==> src/rtl/pianista_pkg.sv <==
// Shared encodings for the WASDE navigation and playback sequencer.
// Holds state/mode codes, key bit positions and the key-event priority picker.
package pianista_pkg;

    typedef enum logic [1:0] {
        ST_BROWSE  = 2'd0,
        ST_PLAYING = 2'd1,
        ST_PAUSED  = 2'd2
    } state_t;

    localparam logic [1:0] MODE_FREE  = 2'd0;
    localparam logic [1:0] MODE_AUTO  = 2'd1;
    localparam logic [1:0] MODE_LEARN = 2'd2;

    localparam int unsigned NUM_KEYS = 5;
    localparam int unsigned KEY_W    = 4;
    localparam int unsigned KEY_A    = 3;
    localparam int unsigned KEY_S    = 2;
    localparam int unsigned KEY_D    = 1;
    localparam int unsigned KEY_E    = 0;

    typedef enum logic [2:0] {
        EV_NONE = 3'd0,
        EV_E    = 3'd1,
        EV_W    = 3'd2,
        EV_S    = 3'd3,
        EV_A    = 3'd4,
        EV_D    = 3'd5
    } key_ev_t;

    // Single winning event when several keys fire together: E > W > S > A > D.
    function automatic key_ev_t pick_event(input logic [NUM_KEYS-1:0] press);
        key_ev_t ev;
        ev = EV_NONE;
        if (press[KEY_E])      ev = EV_E;
        else if (press[KEY_W]) ev = EV_W;
        else if (press[KEY_S]) ev = EV_S;
        else if (press[KEY_A]) ev = EV_A;
        else if (press[KEY_D]) ev = EV_D;
        return ev;
    endfunction

endpackage

==> src/rtl/key_debounce.sv <==
// Per-key debouncer: accepts a level change after DEB_CYCLES consecutive
// differing samples and emits a one-cycle press on each accepted rising edge.
module key_debounce #(
    parameter int unsigned DEB_CYCLES = 1_000_000
) (
    input  logic clk,
    input  logic rst,
    input  logic raw,
    output logic level,
    output logic press
);

    localparam int unsigned CW = (DEB_CYCLES > 2) ? $clog2(DEB_CYCLES) : 1;

    logic [CW-1:0] cnt_q, cnt_d;
    logic          level_q, level_d;
    logic          press_q, press_d;

    always_comb begin
        cnt_d   = '0;
        level_d = level_q;
        press_d = 1'b0;
        if (raw != level_q) begin
            // The DEB_CYCLES-th differing sample flips the level.
            if (cnt_q == CW'(DEB_CYCLES - 1)) begin
                level_d = raw;
                press_d = raw;
                cnt_d   = '0;
            end else begin
                cnt_d = cnt_q + CW'(1);
            end
        end
    end

    always_ff @(posedge clk or posedge rst) begin
        if (rst) begin
            cnt_q   <= '0;
            level_q <= 1'b0;
            press_q <= 1'b0;
        end else begin
            cnt_q   <= cnt_d;
            level_q <= level_d;
            press_q <= press_d;
        end
    end

    assign level = level_q;
    assign press = press_q;

endmodule

==> src/rtl/song_select_ctrl.sv <==
// Browse/play/pause sequencer driven by debounced WASDE presses; selects the
// song and mode and issues registered start/stop pulses to the player.
module song_select_ctrl
    import pianista_pkg::*;
#(
    parameter int unsigned NUM_SONGS  = 8,
    parameter int unsigned NUM_MODES  = 3,
    parameter int unsigned DEB_CYCLES = 1_000_000,
    localparam int unsigned SW        = $clog2(NUM_SONGS)
) (
    input  logic                clk,
    input  logic                rst,
    input  logic [NUM_KEYS-1:0] wasde_signal,
    input  logic                play_done,
    output logic [SW-1:0]       song_idx,
    output logic [1:0]          mode,
    output logic                play_start,
    output logic                play_stop,
    output logic                paused,
    output logic [1:0]          state
);

    logic [NUM_KEYS-1:0] key_level;
    logic [NUM_KEYS-1:0] key_press;
    logic [NUM_KEYS-1:0] key_evt;
    key_ev_t             ev;

    for (genvar g = 0; g < int'(NUM_KEYS); g++) begin : g_deb
        key_debounce #(
            .DEB_CYCLES(DEB_CYCLES)
        ) u_deb (
            .clk  (clk),
            .rst  (rst),
            .raw  (wasde_signal[g]),
            .level(key_level[g]),
            .press(key_press[g])
        );
    end

    // A press is only honoured while its debounced level is still high.
    assign key_evt = key_press & key_level;

    always_comb begin
        ev = pick_event(key_evt);
    end

    state_t        state_q, state_d;
    logic [SW-1:0] song_idx_q, song_idx_d;
    logic [1:0]    mode_q, mode_d;
    logic          play_start_q, play_start_d;
    logic          play_stop_q, play_stop_d;
    logic          paused_q, paused_d;

    logic [SW-1:0] idx_inc, idx_dec;
    logic [1:0]    mode_inc, mode_dec;

    always_comb begin
        idx_inc  = (song_idx_q == SW'(NUM_SONGS - 1)) ? '0 : song_idx_q + SW'(1);
        idx_dec  = (song_idx_q == '0) ? SW'(NUM_SONGS - 1) : song_idx_q - SW'(1);
        mode_inc = (mode_q == 2'(NUM_MODES - 1)) ? 2'd0 : mode_q + 2'd1;
        mode_dec = (mode_q == 2'd0) ? 2'(NUM_MODES - 1) : mode_q - 2'd1;
    end

    always_comb begin
        state_d      = state_q;
        song_idx_d   = song_idx_q;
        mode_d       = mode_q;
        play_start_d = 1'b0;
        play_stop_d  = 1'b0;

        unique case (state_q)
            ST_BROWSE: begin
                unique case (ev)
                    EV_E: begin
                        play_start_d = 1'b1;
                        state_d      = ST_PLAYING;
                    end
                    EV_W:    song_idx_d = idx_dec;
                    EV_S:    song_idx_d = idx_inc;
                    EV_A:    mode_d     = mode_dec;
                    EV_D:    mode_d     = mode_inc;
                    default: ;
                endcase
            end
            ST_PLAYING: begin
                // End-of-song takes precedence over any key in the same cycle.
                if (play_done) begin
                    if (mode_q == MODE_AUTO) begin
                        song_idx_d   = idx_inc;
                        play_start_d = 1'b1;
                    end else begin
                        state_d = ST_BROWSE;
                    end
                end else if (ev == EV_E) begin
                    state_d = ST_PAUSED;
                end else if (ev == EV_W || ev == EV_S) begin
                    play_stop_d = 1'b1;
                    state_d     = ST_BROWSE;
                end
            end
            ST_PAUSED: begin
                if (ev == EV_E) begin
                    state_d = ST_PLAYING;
                end else if (ev == EV_W || ev == EV_S) begin
                    play_stop_d = 1'b1;
                    state_d     = ST_BROWSE;
                end
            end
            default: state_d = ST_BROWSE;
        endcase

        paused_d = (state_d == ST_PAUSED);
    end

    always_ff @(posedge clk or posedge rst) begin
        if (rst) begin
            state_q      <= ST_BROWSE;
            song_idx_q   <= '0;
            mode_q       <= MODE_FREE;
            play_start_q <= 1'b0;
            play_stop_q  <= 1'b0;
            paused_q     <= 1'b0;
        end else begin
            state_q      <= state_d;
            song_idx_q   <= song_idx_d;
            mode_q       <= mode_d;
            play_start_q <= play_start_d;
            play_stop_q  <= play_stop_d;
            paused_q     <= paused_d;
        end
    end

    assign song_idx   = song_idx_q;
    assign mode       = mode_q;
    assign play_start = play_start_q;
    assign play_stop  = play_stop_q;
    assign paused     = paused_q;
    assign state      = state_q;

endmodule

==> config.mk <==
export PLATFORM = sky130hd
export DESIGN_NAME = song_select_ctrl
export DESIGN_NICKNAME = d
export VERILOG_FILES = /design/src/rtl/pianista_pkg.sv /design/src/rtl/key_debounce.sv /design/src/rtl/song_select_ctrl.sv
export SDC_FILE = /design/constraint.sdc
export NUM_CORES = 1
export LEC_CHECK = 0
export CORE_UTILIZATION = 40
export DETAILED_ROUTE_END_ITERATION = 7
export DONT_BUFFER_PORTS = 1
export PLACE_DENSITY_LB_ADDON = 0.1
export SYNTH_ARGS = -nofsm -noshare
export SYNTH_HDL_FRONTEND = slang
export SYNTH_SLANG_ARGS = --single-unit
==> constraint.sdc <==
create_clock -name clk -period 6.03 [get_ports clk]
set_clock_uncertainty 0.15 [all_clocks]
set_input_delay 1.809 -clock clk [delete_from_list [all_inputs] [get_ports clk]]
set_output_delay 1.809 -clock clk [all_outputs]
set_load 0.05 [all_outputs]
# Word-level counts from Yosys, hierarchy flattened
# Index checks and enable logic that the tools add are counted.
dict set report op_classes {
  addsub 9
  eq_ne 24
  bitwise_logic 1
  n_reduce_logical 13
  muxes 49
}
# operator count
set op_table {}
lappend op_table {{$mux 20} 10}
lappend op_table {{$add 20x1->20 const B} 5}
lappend op_table {{$eq 20x20->1 const B} 5}
lappend op_table {{$mux 3} 9}
lappend op_table {{$mux 1} 16}
lappend op_table {{$mux 2} 8}
lappend op_table {{$pmux 3 s2} 2}
lappend op_table {{$reduce_and 2->1} 6}
lappend op_table {{$eq 3x3->1 const B} 3}
lappend op_table {{$eq 2x2->1 const B} 3}
lappend op_table {{$eq 3x2->1 const B} 2}
lappend op_table {{$pmux 2 s3} 1}
lappend op_table {{$and 5x5->5} 1}
lappend op_table {{$ne 1x1->1} 5}
lappend op_table {{$eq 2x1->1 const B} 2}
lappend op_table {{$logic_not 2->1} 2}
lappend op_table {{$ne 2x2->1 const B} 2}
lappend op_table {{$pmux 1 s2} 2}
lappend op_table {{$pmux 2 s2} 1}
lappend op_table {{$reduce_and 4->1} 1}
lappend op_table {{$reduce_bool 2->1} 2}
lappend op_table {{$add 3x1->3 const B} 1}
lappend op_table {{$eq 3x1->1 const B} 1}
lappend op_table {{$logic_not 3->1} 1}
lappend op_table {{5 further kinds} 5}
dict set report word_totals {
  elab_cells 117
  input_bits 8
  regBits 120
}

# Longest topological paths before layout
dict set report logic_depth {
  depth_word 13
  depth_mapped 7
  mapped_depth_nobuf 6
}

# Cells and area by module
# From an unflattened synthesis, not the netlist that was laid out.
dict set report unflattened {
  hier_cells 618
  hier_area_um2 6482.5
}
# mod cells_each seq_area_each_um2 area_each_um2 instances
set modules_own_cells {}
lappend modules_own_cells {{key_debounce (g_deb[0].u_deb ...)} 106 550.5 1138.6 4}
lappend modules_own_cells {{key_debounce (g_deb[2].u_deb)} 108 550.5 1097.3 1}
lappend modules_own_cells {song_select_ctrl 86 250.2 830.8 1}

# Worst setup path before layout
# OpenSTA, ideal clock, no wires.
dict set report synth_path {
  path_type {input to register}
  from {input wasde_signal[2]}
  to {register g_deb[2].u_deb.cnt_q[10]}
  cell_stages 4
  slack_ns 3.136
  t_arrival_ns 2.612
  cell_sequence {xor2_1 -> o21ai_1 -> clkbuf_1 -> nor2_1}
}
dict set report synth_between {
  elab_chain_cells 2
}
# element line
set synth_lines {}
lappend synth_lines {{from (decl)} song_select_ctrl.sv:13} ;# input logic [NUM_KEYS-1:0] wasde_signal,
lappend synth_lines {{$ne 1x1->1} key_debounce.sv:23} ;# if (raw != level_q) begin
lappend synth_lines {{$mux 20} key_debounce.sv:23}
lappend synth_lines {{net g_deb[2].u_deb.cnt_d[10]} key_debounce.sv:15} ;# logic [CW-1:0] cnt_q, cnt_d;
lappend synth_lines {{to (signal assigned)} key_debounce.sv:41} ;# cnt_q <= cnt_d;
lappend synth_lines {{to (decl)} key_debounce.sv:15}
# The timed path passes the listed nets, and every way through them passes these cells.
# A chain may end at the register's enable or synchronous reset.

# Worst setup path after layout
dict set report layout_path {
  from {register song_idx_q[2] (netlist: song_idx[2])}
  to {output song_idx[2]}
}
# element line
set layout_lines {}
lappend layout_lines {{from (decl)} song_select_ctrl.sv:48} ;# logic [SW-1:0] song_idx_q, song_idx_d;
lappend layout_lines {{from (signal assigned)} song_select_ctrl.sv:125} ;# song_idx_q <= song_idx_d;
lappend layout_lines {{to (decl)} song_select_ctrl.sv:15} ;# output logic [SW-1:0] song_idx,
# No word-level cell between the ends.

==> results.md <==
- PwrDens: approximately 290 nW/um^2
- # IOs: 18
- Clk Latency, worst-skew pair: between 0.4 and 0.5 ns
- DR WL/cell: approximately 14 um
- Number of gates resized after cts: 0
- XOR/XNOR share of the synthesized area: a little under 9%
- Vias in the first global route: approximately 4500
- Top cell type by total area after synthesis: dfrtp_1
- Yosys warns: 0
- Full die area: 16200 um^2
- Via count: between 4000 and 5000
- Startpoint Class: flip-flop
- Rel. slew slack: about 12%
- Total gr overflow: 0
- Clock share of power: between 50% and 60%
- Clock tree root buffer cell: clkbuf_16
- VDD IR max: roughly 0.23 mV
- Setup TNS: 0 ns
- Post-CTS Setup Inserts: 0
- Status: completed
- Vert. Die Dim: about 130 um
- Final Hold Viols: 0
- Worst path required time: around 4.1 ns
- CTS tree: built
- Placer Congestion: between 0.7 and 0.8
- Area growth from synthesis to final layout: 12.7%
- Sw Share: about 24%
- Fin crit share: around half
- Antenna-violating nets left: 0
- H-tree depth: 4
- DP Area: ~6500 um^2
- Post-route cell area: a little over 7000 um^2
- Synth Area in Adders: under 10%
- Syn Inst Count: 641
- Post-synth EDFFs: 0
- Synth Area in Simple Gates: 25.5%
- Combinational Power Share: 6.1%
- Hold_buf cts: 0
- Final wirelength: ~13000 um
- Hold Path Class: flip-flop to flip-flop
- Clock Path Buffers: 2
- Site Rows: 45
- Mux share of post-synthesis cell area: 2.21%
- Sink Count: 120
- Mean number of vias per cell: roughly 5.3
- RSZ-0062 raised after global routing: no
- Most used DFF post-synth: dfrtp_1
- Crit. End Element: output pin
- Final std cells w/o fill: between 800 and 900
- Slew Viols, Final: 0
- Layout cells sized above 1: between 10% and 20%
- FMAX: approximately 0.32 GHz
- Pleak: 0.00284 uW
- Crit Path Max Fanout: 5
- Placed Cells: ~840
- Max Cap Viol: 0
- Ant diodes: 0
- Switch Pwr: 494 uW
- Die Width: 127 um
- Fillers: roughly 1400
- Sequential Power Share: about 44%
- CTS buffer count: 17
- Worst-margin pin slew: ~1.3 ns
- Hold slack: 0.336 ns
- Internal Power: 1540 uW
- Detailed Place HPWL: approximately 8600 um
- Arr. time, crit path: between 1 and 1.5 ns
- Pin count of the biggest net entering global routing: 78
- Clock slew at reported path FFs: around 0.050 ns
- Ranking of synthesized cells by area: dfrtp_1, xnor2_1, nor2_1, ha_1, xor2_1
- Main combinational cell family by area after synthesis: simple AND/OR/NAND/NOR gates
- Setup CP Type: flip-flop to output pin
- Fin util: approximately 46%
- Initial antenna violation count: 0
- Setup violators final: 0
- Synth top area share: between 40% and 50%
- DRT iter0 DRCs: 231
- Nets: 672
- First-pass GRT wire length: approximately 22000 um
- Drt pass-1 iters: 8
- Avg Inst Size Synth: roughly 9.8 um^2
- Synth Register Bits: 120
- Synth Area in Compound Gates: a little under a tenth
- Starting Density: 41.2%
- Drt drc: 0
- Syn nets: about 670
- Mapped Area: about 6300 um^2
- CORE AREA: around 15000 um^2
- I/O Buffers: 0
- Gr usage total: ~17%
- Min Tclk post-route: 3.12 ns
- Post-synth cell types: 60
- Ys async rst share: 100%
- Seq/Total Area, Yosys: between 40% and 50%
-- layout by cell type, fill, tap and decap left out, drive strengths merged, types with 10 or more instances in the layout --
cell type and count:
inv 28, o31ai 14, xnor2 40, nand2 44
clkbuf 23, nor3 11, and2 10, or4 21
or3 23, a21oi 35, nand3 35, nand4 19
xor2 24, nor4 13, dfrtp 120, ha 17
nor2 77, o21ai 23
-- worst reg2reg max path, stage by stage, from the launching register on --
cell and delay, ns:
dfrtp_1 0.43, nor4b_1 0.39, nand4_1 0.18, o31ai_2 1.06, nor2_1 0.13
-- Yosys cell counts (all sizes together) (2+ instances only) --
cell,n
nor3,11
xor2,24
nand2,44
mux2i,6
o31ai,14
or4,21
a22oi,3
ha,17
nand2b,5
nor2,77
dfrtp,120
a31o,2
buf,7
inv,28
nand4,19
and2,10
nor4bb,2
xnor2,40
a21oi,35
nor2b,3
nand3,35
and3b,2
o21ai,23
a222oi,2
nor4,13
and3,7
mux2,7
o211ai,2
nor3b,2
or2,3
nor4b,5
or3,23
and4,6
clkbuf,10
-- final cells by class --
| type | instances | area [um^2] | share of cell area (%) |
|---|---|---|---|
| clock inverter | 9 | 123 | 1.73 |
| timing repair buffer | 4 | 30.0 | 0.424 |
| clock buffer | 23 | 468 | 6.61 |
| sequential | 120 | 3000 | 42.4 |
| tap | 211 | 264 | 3.73 |
| multi-input combinational | 476 | 3080 | 43.6 |
| inverter | 28 | 108 | 1.52 |
-- cells by family (layout without fill, tap and decap cells) --
group                    count (synthesis)  after routing
AND/OR/NAND/NOR                        292            292
flip-flops                             120            120
AO/OA/AOI/OAI                           90             90
XOR/XNOR                                64             64
buffers and inverters                   45             64
adder cells (fa/ha/maj)                 17             17
multiplexers                            13             13
-- flip-flops by register name, summed over array words and instances (netlist names) --
| register | cells |
|---|---|
| g_deb.u_deb.cnt_q | 100 |
| g_deb.u_deb.level | 5 |
| g_deb.u_deb.press | 5 |
| mode | 2 |
| paused | 1 |
| play_start | 1 |
| play_stop | 1 |
| song_idx | 3 |
| state | 2 |
-- power groups by stage --
stage | Sequential [uW] | Clock [uW] | Combinational [uW]
after global placement | 907 | 0 | 122
after floorplan | 896 | 0 | 102
final | 892 | 1020 | 124
after CTS | 894 | 1050 | 128
after detailed placement | 908 | 0 | 127
after global routing | 895 | 1070 | 143
-- metrics by stage --
step / total power, uW / worst slack (ns)
after CTS: 2070 / 2.88
after global placement: 1030 / 2.72
after global routing: 2110 / 2.87
after detailed placement: 1030 / 2.69
final: 2040 / 2.91
after floorplan: 998 / 0.885
-- worst paths after layout --
path	slack, ns	start	depth (start not counted)	to
worst min-delay path	0.34	g_deb[3].u_deb.level	1	g_deb[3].u_deb.press
min in group asynchronous	1.32	rst	1	g_deb[3].u_deb.cnt_q[15]
worst min register to register	0.34	g_deb[3].u_deb.level	1	g_deb[3].u_deb.press
max in group asynchronous	3.23	rst	2	g_deb[2].u_deb.cnt_q[3]
worst max-delay path	2.91	song_idx[2]	0	song_idx[2]
worst max register to register	3.53	g_deb[3].u_deb.cnt_q[10]	4	g_deb[3].u_deb.cnt_q[10]
-- per-layer routing --
metal | up-vias | track usage [%] | share of wire [%]
li1 | 2284 | - | -
met1 | 2269 | 21.3 | 48
met2 | 56 | 27.6 | 47
met3 | 18 | 5.36 | 3.9
met4 | 0 | 5.74 | 1.3
met5 | - | 0 | 0
No activity file was read; power rests on OpenSTA's default activity.
